===== src/rtl/kim_lsu_p.sv =====
// kim_lsu_p: load/store unit with byte/half read-modify-write onto a word-wide data memory
module kim_lsu_p #(
  parameter int MEM_ADDR_WIDTH = 6,
  parameter int MEM_DATA_WIDTH = 8
) (
  input  logic                          clk,
  input  logic                          reset,
  input  logic                          req_valid,
  output logic                          req_ready,
  input  logic                          req_we,
  input  logic [1:0]                    req_size,
  input  logic                          req_unsigned,
  input  logic [31:0]                   req_addr,
  input  logic [4*MEM_DATA_WIDTH-1:0]   req_wdata,
  output logic                          resp_valid,
  output logic [4*MEM_DATA_WIDTH-1:0]   resp_rdata,
  output logic                          resp_err,
  output logic                          mem_MemWrite,
  output logic [MEM_ADDR_WIDTH-1:0]     mem_addr,
  output logic [4*MEM_DATA_WIDTH-1:0]   mem_w_data,
  input  logic [4*MEM_DATA_WIDTH-1:0]   mem_r_data
);
  localparam int BW = MEM_DATA_WIDTH;
  localparam int DW = 4 * MEM_DATA_WIDTH;
  typedef enum logic [2:0] {IDLE, ACCESS, RMW_RD, WRITE, RESP} state_t;
  state_t state_q, state_d;
  logic we_q, we_d, uns_q, uns_d, err_q, err_d, bad;
  logic [1:0] size_q, size_d;
  logic [MEM_ADDR_WIDTH-1:0] addr_q, addr_d;
  logic [DW-1:0] data_q, data_d, merged, ext;
  logic [BW-1:0] b;
  logic [2*BW-1:0] h;
  always_comb begin
    bad = req_size == 2'b11 || (req_size == 2'b01 && req_addr[0]) ||
          (req_size == 2'b10 && req_addr[1:0] != 2'b00) || |req_addr[31:MEM_ADDR_WIDTH];
  end
  // data_q holds the store data until RMW_RD folds it into the fetched word
  always_comb begin
    merged = mem_r_data;
    for (int i = 0; i < 4; i++)
      if (size_q == 2'b00 ? addr_q[1:0] == 2'(i) : addr_q[1] == i[1])
        merged[i*BW +: BW] = (size_q == 2'b01 && i[0]) ? data_q[2*BW-1:BW] : data_q[BW-1:0];
  end
  always_comb begin
    b = data_q[BW*addr_q[1:0] +: BW];
    h = data_q[2*BW*addr_q[1] +: 2*BW];
    ext = size_q == 2'b10 ? data_q :
          size_q == 2'b01 ? {{(DW-2*BW){~uns_q & h[2*BW-1]}}, h} :
                            {{(DW-BW){~uns_q & b[BW-1]}}, b};
  end
  always_comb begin
    state_d = state_q;
    we_d = we_q;
    uns_d = uns_q;
    err_d = err_q;
    size_d = size_q;
    addr_d = addr_q;
    data_d = data_q;
    case (state_q)
      IDLE: if (req_valid) begin
        we_d = req_we;
        uns_d = req_unsigned;
        err_d = bad;
        size_d = req_size;
        addr_d = req_addr[MEM_ADDR_WIDTH-1:0];
        data_d = req_wdata;
        state_d = bad ? RESP : !req_we ? ACCESS : req_size == 2'b10 ? WRITE : RMW_RD;
      end
      ACCESS: begin
        data_d = mem_r_data;
        state_d = RESP;
      end
      RMW_RD: begin
        data_d = merged;
        state_d = WRITE;
      end
      WRITE: state_d = RESP;
      default: state_d = IDLE;
    endcase
  end
  always_ff @(posedge clk) begin
    if (reset) begin
      state_q <= IDLE;
      we_q <= 1'b0;
      uns_q <= 1'b0;
      err_q <= 1'b0;
      size_q <= 2'b00;
      addr_q <= '0;
      data_q <= '0;
    end else begin
      state_q <= state_d;
      we_q <= we_d;
      uns_q <= uns_d;
      err_q <= err_d;
      size_q <= size_d;
      addr_q <= addr_d;
      data_q <= data_d;
    end
  end
  assign req_ready    = state_q == IDLE && !reset;
  assign mem_MemWrite = state_q == WRITE && !reset;
  assign mem_addr     = state_q == IDLE ? '0 : {addr_q[MEM_ADDR_WIDTH-1:2], 2'b00};
  assign mem_w_data   = data_q;
  assign resp_valid   = state_q == RESP;
  assign resp_err     = resp_valid && err_q;
  assign resp_rdata   = (resp_valid && !err_q && !we_q) ? ext : '0;
endmodule


===== config.mk =====
export PLATFORM = sky130hd
export DESIGN_NAME = kim_lsu_p
export DESIGN_NICKNAME = d
export VERILOG_FILES = /design/src/rtl/kim_lsu_p.sv
export SDC_FILE = /design/constraint.sdc
export NUM_CORES = 1
export LEC_CHECK = 0
export ABC_AREA = 0
export CORE_MARGIN = 3
export CORE_UTILIZATION = 40
export DETAILED_ROUTE_END_ITERATION = 12
export PLACE_DENSITY_LB_ADDON = 0.25
export SYNTH_ARGS = -nofsm -noshare
export SYNTH_HDL_FRONTEND = slang
export SYNTH_SLANG_ARGS = --single-unit

===== constraint.sdc =====
create_clock -name clk -period 3.19 [get_ports clk]
set_input_delay 0.638 -clock clk [delete_from_list [all_inputs] [get_ports clk]]
set_output_delay 0.638 -clock clk [all_outputs]
set_load 0.05 [all_outputs]

==> results.sh, run 1 <==
export IMPL_status="complete, no violations"
export IMPL_nets=767
export IMPL_min_path_type="register to register"
export IMPL_setup_viol=0
export IMPL_synth_commonest_cells="o21ai_0, dfxtp_1, a21oi_1"
export IMPL_viasPerCell=6.187
export IMPL_dpl_cell_count=765
export IMPL_num_vias=4789
export IMPL_area_growth_syn_to_layout_pct=56.00
export IMPL_drtPass1Iterations=5
export IMPL_path_max_fanout=24
export IMPL_dieHeight_um=102.7
export IMPL_drt_iter0_drc=419
export IMPL_cts_sinks=46
export IMPL_hp_start="addr_q[2]$_SDFFE_PP0P_"
export IMPL_htreeDepth=2
export IMPL_hold_end="addr_q[2]$_SDFFE_PP0P_"
export IMPL_critPathLaunchType="register"
export IMPL_synth_compound_area_share=0.3297
export IMPL_crit_required_ns=2.55
export IMPL_ir_drop_mv=0.2379
export IMPL_synth_cell_area_sq_mm=0.003742
export IMPL_portBuffers=174
export IMPL_grt_max_degree=51
export IMPL_worstReg2RegEnd="mem_w_data[5]$_SDFFE_PP0P_"
export IMPL_cts_buffer_depth=2
export IMPL_dp_hpwl_um=11790
export IMPL_row_count=34
export IMPL_finalHoldViolCount=0
export IMPL_fin_area_sq_mm=0.005838
export IMPL_synth_distinct_cells=43
export IMPL_maxSlewViolCount=0
export IMPL_synthMuxAreaShare=0.06988
export IMPL_fin_crit_ns=3.097
export IMPL_cts_made_buffers=5
export IMPL_leakagePower_uw=0.001997
export IMPL_min_path_cells=2
export IMPL_synthTopCellsByArea="dfxtp_1, o21ai_0, a21oi_1"
export IMPL_ys_warn_count=0
export IMPL_power_uw=1912
export IMPL_cts_tree="done"
export IMPL_power_density_mw_per_mm2=327.5
export IMPL_initial_core_util=0.4209
export IMPL_r2r_slack_ns=0.94
export IMPL_clockRootBuffer="clkbuf_8"
export IMPL_syn_inst=523
export IMPL_crit_type="register to output pin"
export IMPL_fin_cells=774
export IMPL_post_synth_top_area_cell="dfxtp_1"
export IMPL_cap_violations=0
export IMPL_synth_fa_ha_area_frac=0
export IMPL_placed_area_sq_mm=0.005687
export IMPL_nFillCells=790
export IMPL_synth_seq_area_share=0.2461
export IMPL_wire_per_inst_um=20.43
export IMPL_cts_hold_buf=0
export IMPL_critical_path_arrival_ns=2.46
export IMPL_grt_antenna_before_repair=0
export IMPL_yosysTopAreaCellShare=0.2461
export IMPL_tightest_slew_ns=0.9857
export IMPL_cpPeakStageDelay_ns=0.74
export IMPL_synth_xor_area_frac=0
export IMPL_overflow=0
export IMPL_grt_util_all_layers=0.2919
export IMPL_synth_main_ff_cell="dfxtp_1"
export IMPL_relSlewSlack=0.3428
export IMPL_synth_most_common_cell="o21ai_0"
export IMPL_r2r_start="addr_q[0]$_SDFFE_PP0P_"
export IMPL_synth_seq_cells=46
export IMPL_synth_edf_count=0
export IMPL_fin_skew_ns=0.004962
export IMPL_drive_gt1_frac=0.1444
export IMPL_ant_nets=0
export IMPL_ff2ff_path_depth=4
export IMPL_drc=0
export IMPL_final_util=0.6566
export IMPL_grt_pass1_wl_um=24020
export IMPL_grt_pass1_vias=4526
export IMPL_cts_repair_resized=1
export IMPL_syn_avg_cell_area_sq_um=7.156
export IMPL_die_area_sq_mm=0.01055
export IMPL_clk_latency_ns=0.30
export IMPL_fmax_mhz=322.8
export IMPL_crit_chain="or3b_1, or3_1, a21oi_1, buf_12"
export IMPL_cp_end_kind="output pin"
export IMPL_globalplace_congestion=0.9630
export IMPL_min_period_over_period=0.9710
export IMPL_wl_um=15810
export IMPL_synth_top_family_by_area="compound AO/OA/AOI/OAI gates"
export IMPL_rsz0062_at_grt="no"
export IMPL_io_pins=177
export IMPL_clkTransAtPathRegs_ns=0.09
export IMPL_die_x_um=102.7
export IMPL_postCtsSetupBuffers=0
export IMPL_cp_slowest_cell="or3_1"
export IMPL_async_flop_share=0
export IMPL_core_region_area_sq_mm=0.008891
export IMPL_synth_simple_area_share=0.2681
==> metal layers <==
metal,vias to the layer above,wire (um),share of wire,global-route usage
met4,0,368,0.023,0.09183
met5,-,0,0,0
met3,30,1103,0.070,0.03586
li1,2248,-,-,-
met2,237,7642,0.48,0.4821
met1,2274,6698,0.42,0.3966
==> through the flow <==
stage / setup slack [ns] / hold WS, ns / setup TNS [ns]
2_1_floorplan: -0.3236 / 0.4318 / -2.237
3_3_place_gp: 0.3134 / 0.4393 / 0
3_5_place_dp: 0.2302 / 0.4495 / 0
4_1_cts: 0.08264 / 0.4648 / 0
5_1_grt: 0.005995 / 0.4926 / 0
6_report: 0.09251 / 0.4644 / 0
==> cells by family after synthesis <==
family                 count (synthesis)
muxes                                 25
buffers and inverters                 70
other                                  1
AOI/OAI and AO/OA                    189
DFF                                   46
and+or+nand+nor                      192
==> area by class of cell <==
cell class,instances,area (sq um),share of cell area
inverters,13,48.80,0.008358
clock inverters,3,43.79,0.007501
well taps,108,135.1,0.02315
flip-flops and latches,46,920.9,0.1577
multi-input cells,408,2591,0.4438
clock buffers,5,68.82,0.01179
repair buffers,190,2027,0.3472
diodes,1,2.502,0.0004286
==> cell usage in the layout, fill, tap and decap left out, types with 11 or more instances in the layout <==
cell type	n
dfxtp_1	46
a211oi_1	16
nand2_1	35
nor4_1	11
a311oi_1	24
nor2b_1	22
a21oi_1	45
o21ai_0	57
nand3_1	25
buf_4	34
mux2i_1	16
nor3_1	21
inv_1	12
nor2_1	31
buf_12	21
clkdlybuf4s50_1	135
nand2b_1	11
==> power by group <==
part,internal (uW),switching [uW]
combinational,322,448
sequential,615,69.7
clock,235,222
total,1170,740
==> worst max-delay path, delay by kind of cell, from the launching register on <==
kind | cells | cell delay [ns]
AND/OR/NAND/NOR | 2 | 1.17
AO/OA/AOI/OAI | 1 | 0.45
flip-flops | 1 | 0.35
buffers and inverters | 1 | 0.19
==> state kept, by name, summed over array words and instances (netlist names) <==
register / flops
err_q: 1
size_q: 2
mem_w_data: 32
we_q: 1
uns_q: 1
addr_q: 6
state_q: 3
==> worst max path at each step <==
| stage | from | endpoint | slack (ns) |
|---|---|---|---|
| after CTS | size_q[0]$_SDFFE_PP0P_ | resp_rdata[11] | 0.08 |
| after global routing | state_q[2]$_SDFFE_PP0P_ | resp_rdata[17] | 0.006 |
| after floorplan | mem_w_data[7]$_SDFFE_PP0P_ | resp_rdata[14] | -0.32 |
| after detailed placement | size_q[0]$_SDFFE_PP0P_ | resp_rdata[11] | 0.23 |
| final | state_q[2]$_SDFFE_PP0P_ | resp_rdata[7] | 0.09 |
| after global placement | size_q[0]$_SDFFE_PP0P_ | resp_rdata[14] | 0.31 |
No activity file was read; power rests on OpenSTA's default activity.
==> run 2, diff against run 1 <==
- CORE_UTILIZATION: 40 -> 45
==> run 2 against run 1 <==
Net effect: worst setup slack improved by 0.024 ns; global-route usage up 2.4 points; combinational power increased by 0.9%; via count increased by 0.73%; flip-flop and latch count unchanged.
==> results.sh, run 2 (synthesis results as in run 1) <==
export IMPL_grt_use_met3=0.06246
export IMPL_seq_power_share=0.369
export IMPL_setup_viol=0
export IMPL_ir_drop_mv=0.2175
export IMPL_drt_iter0_drc=339
export IMPL_dieHeight_um=97.20
export IMPL_final_util=0.7435
export IMPL_final_cell_mix="clkdlybuf4s50_1, o21ai_0, dfxtp_1, a21oi_1, nand2_1"
export IMPL_pwr_share_comb=0.421
export IMPL_critical_path_arrival_ns=2.44
export IMPL_status="complete, no violations"
export IMPL_postCtsSetupBuffers=0
export IMPL_fin_cells=766
export IMPL_cpPeakStageDelay_ns=0.50
export IMPL_grt_util_all_layers=0.3159
export IMPL_switching_share=0.3954
export IMPL_power_uw=1846
export IMPL_crit_family="simple AND/OR/NAND/NOR gates"
export IMPL_initial_core_util=0.4745
export IMPL_dp_hpwl_um=11990
export IMPL_min_path_type="register to register"
export IMPL_maxSlewViolCount=0
export IMPL_htreeDepth=2
export IMPL_drc=0
export IMPL_grt_pass1_wl_um=24550
export IMPL_min_period_over_period=0.9634
export IMPL_finalHoldViolCount=0
export IMPL_cp_slowest_cell="or3_1"
export IMPL_clk_latency_ns=0.30
export IMPL_critPathLaunchType="register"
export IMPL_grt_antenna_before_repair=0
export IMPL_relSlewSlack=0.5629
export IMPL_cap_violations=0
export IMPL_busiest_layer="met2"
export IMPL_wire_per_inst_um=20.27
export IMPL_viasPerCell=6.298
export IMPL_crit_type="register to output pin"
export IMPL_nets=766
export IMPL_cts_buffer_depth=2
export IMPL_tightest_slew_ns=0.6543
export IMPL_p_switching_uw=730.0
export IMPL_power_density_mw_per_mm2=314.8
export IMPL_clockRootBuffer="clkbuf_8"
export IMPL_die_x_um=97.20
export IMPL_worst_path_most_repeated_cell="buf_4"
export IMPL_ant_nets=0
export IMPL_crit_buf_inv=2
export IMPL_die_area_sq_mm=0.009447
export IMPL_crit_chain="mux2_2, or3_1, a31oi_4, buf_4, nor3_2, buf_4"
export IMPL_finalSetupTns_ns=0
export IMPL_fmax_mhz=325.4
export IMPL_fin_crit_ns=3.073
export IMPL_p_int_uw=1116
export IMPL_area_growth_syn_to_layout_pct=56.70
export IMPL_fin_skew_ns=0.005523
export IMPL_largest_reg_flops=32
export IMPL_wl_um=15530
export IMPL_dpl_cell_count=758
export IMPL_drtPass1Iterations=5
export IMPL_rsz0062_at_grt="yes"
export IMPL_final_common_cell="clkdlybuf4s50_1"
export IMPL_cts_sinks=46
export IMPL_globalplace_congestion=0.9645
export IMPL_overflow=0
export IMPL_use_met2=0.5228
export IMPL_row_count=32
export IMPL_cts_made_buffers=5
export IMPL_crit_required_ns=2.55
export IMPL_path_max_fanout=10
export IMPL_num_vias=4824
export IMPL_core_region_area_sq_mm=0.007888
export IMPL_cp_end_kind="output pin"
export IMPL_r2r_slack_ns=0.48
export IMPL_clkTransAtPathRegs_ns=0.09
export IMPL_cts_tree="done"
export IMPL_portBuffers=174
export IMPL_leakagePower_uw=0.001996
export IMPL_io_pins=177
export IMPL_drive_gt1_frac=0.1401
export IMPL_met1_usage=0.4105
export IMPL_clockPowerShare=0.210
export IMPL_antennaDiodeCount=0
export IMPL_grt_max_degree=51
export IMPL_grt_pass1_vias=4628
run 2: cell types whose count changed in the layout (fill, tap and decap cells not counted), sizes merged:
cell	delta
clkinvlp	+1
clkbuf	+1
diode	-1
bufinv	-1
buf	-1
inv	-1
run 2: area by class of cell:
type / instances / area, sq um
fillers: 574 / 2023
well taps: 102 / 127.6
inverters: 13 / 48.80
repair buffers: 189 / 2095
clock inverters: 2 / 12.51
multi-input cells: 408 / 2577
flip-flops and latches: 46 / 920.9
clock buffers: 6 / 82.58
run 2: metal layers:
metal,vias up,share of wire
met1,2267,0.41
met4,0,0.024
met2,283,0.48
li1,2243,-
met5,-,0
met3,31,0.092
run 2: metrics by stage:
stage          hold slack [ns]  setup WS [ns]  instance area, sq um
3_5_place_dp            0.4435         0.4075                  5747
2_1_floorplan           0.4318        -0.3236                  3781
4_1_cts                 0.4559        0.07441                  5842
3_3_place_gp            0.4383         0.3805                  5747
5_1_grt                 0.4946       -0.01748                  5864
6_report                0.4569         0.1169                  5864
run 2: worst paths after layout:
path | start | end | cells after the start
worst max-delay path | addr_q[1]$_SDFFE_PP0P_ | resp_rdata[27] | 6
worst min-delay path | addr_q[5]$_SDFFE_PP0P_ | addr_q[5]$_SDFFE_PP0P_ | 2
worst min register to register | addr_q[5]$_SDFFE_PP0P_ | addr_q[5]$_SDFFE_PP0P_ | 2
worst max register to register | state_q[1]$_SDFFE_PP0P_ | mem_w_data[7]$_SDFFE_PP0P_ | 5
run 2: worst reg2reg max path: stages, from the launching register on:
cell and delay (ns):
dfxtp_1 0.33, buf_4 0.41, nor3b_4 0.61, nand3b_1 0.44
and2_1 0.41, a211oi_1 0.39
run 2: power groups by stage:
stage / Clock (uW) / Sequential [uW] / Combinational, uW
floorplan: 0 / 771 / 336
global route: 408 / 687 / 819
global placement: 0 / 690 / 758
finish: 388 / 682 / 777
CTS: 387 / 679 / 767
detailed placement: 0 / 692 / 765
run 2: repair_timing:
item,4_1_cts,5_1_grt
hold buffers,0,0
endpoints found under the setup margin,0,12
gates resized for setup,0,5
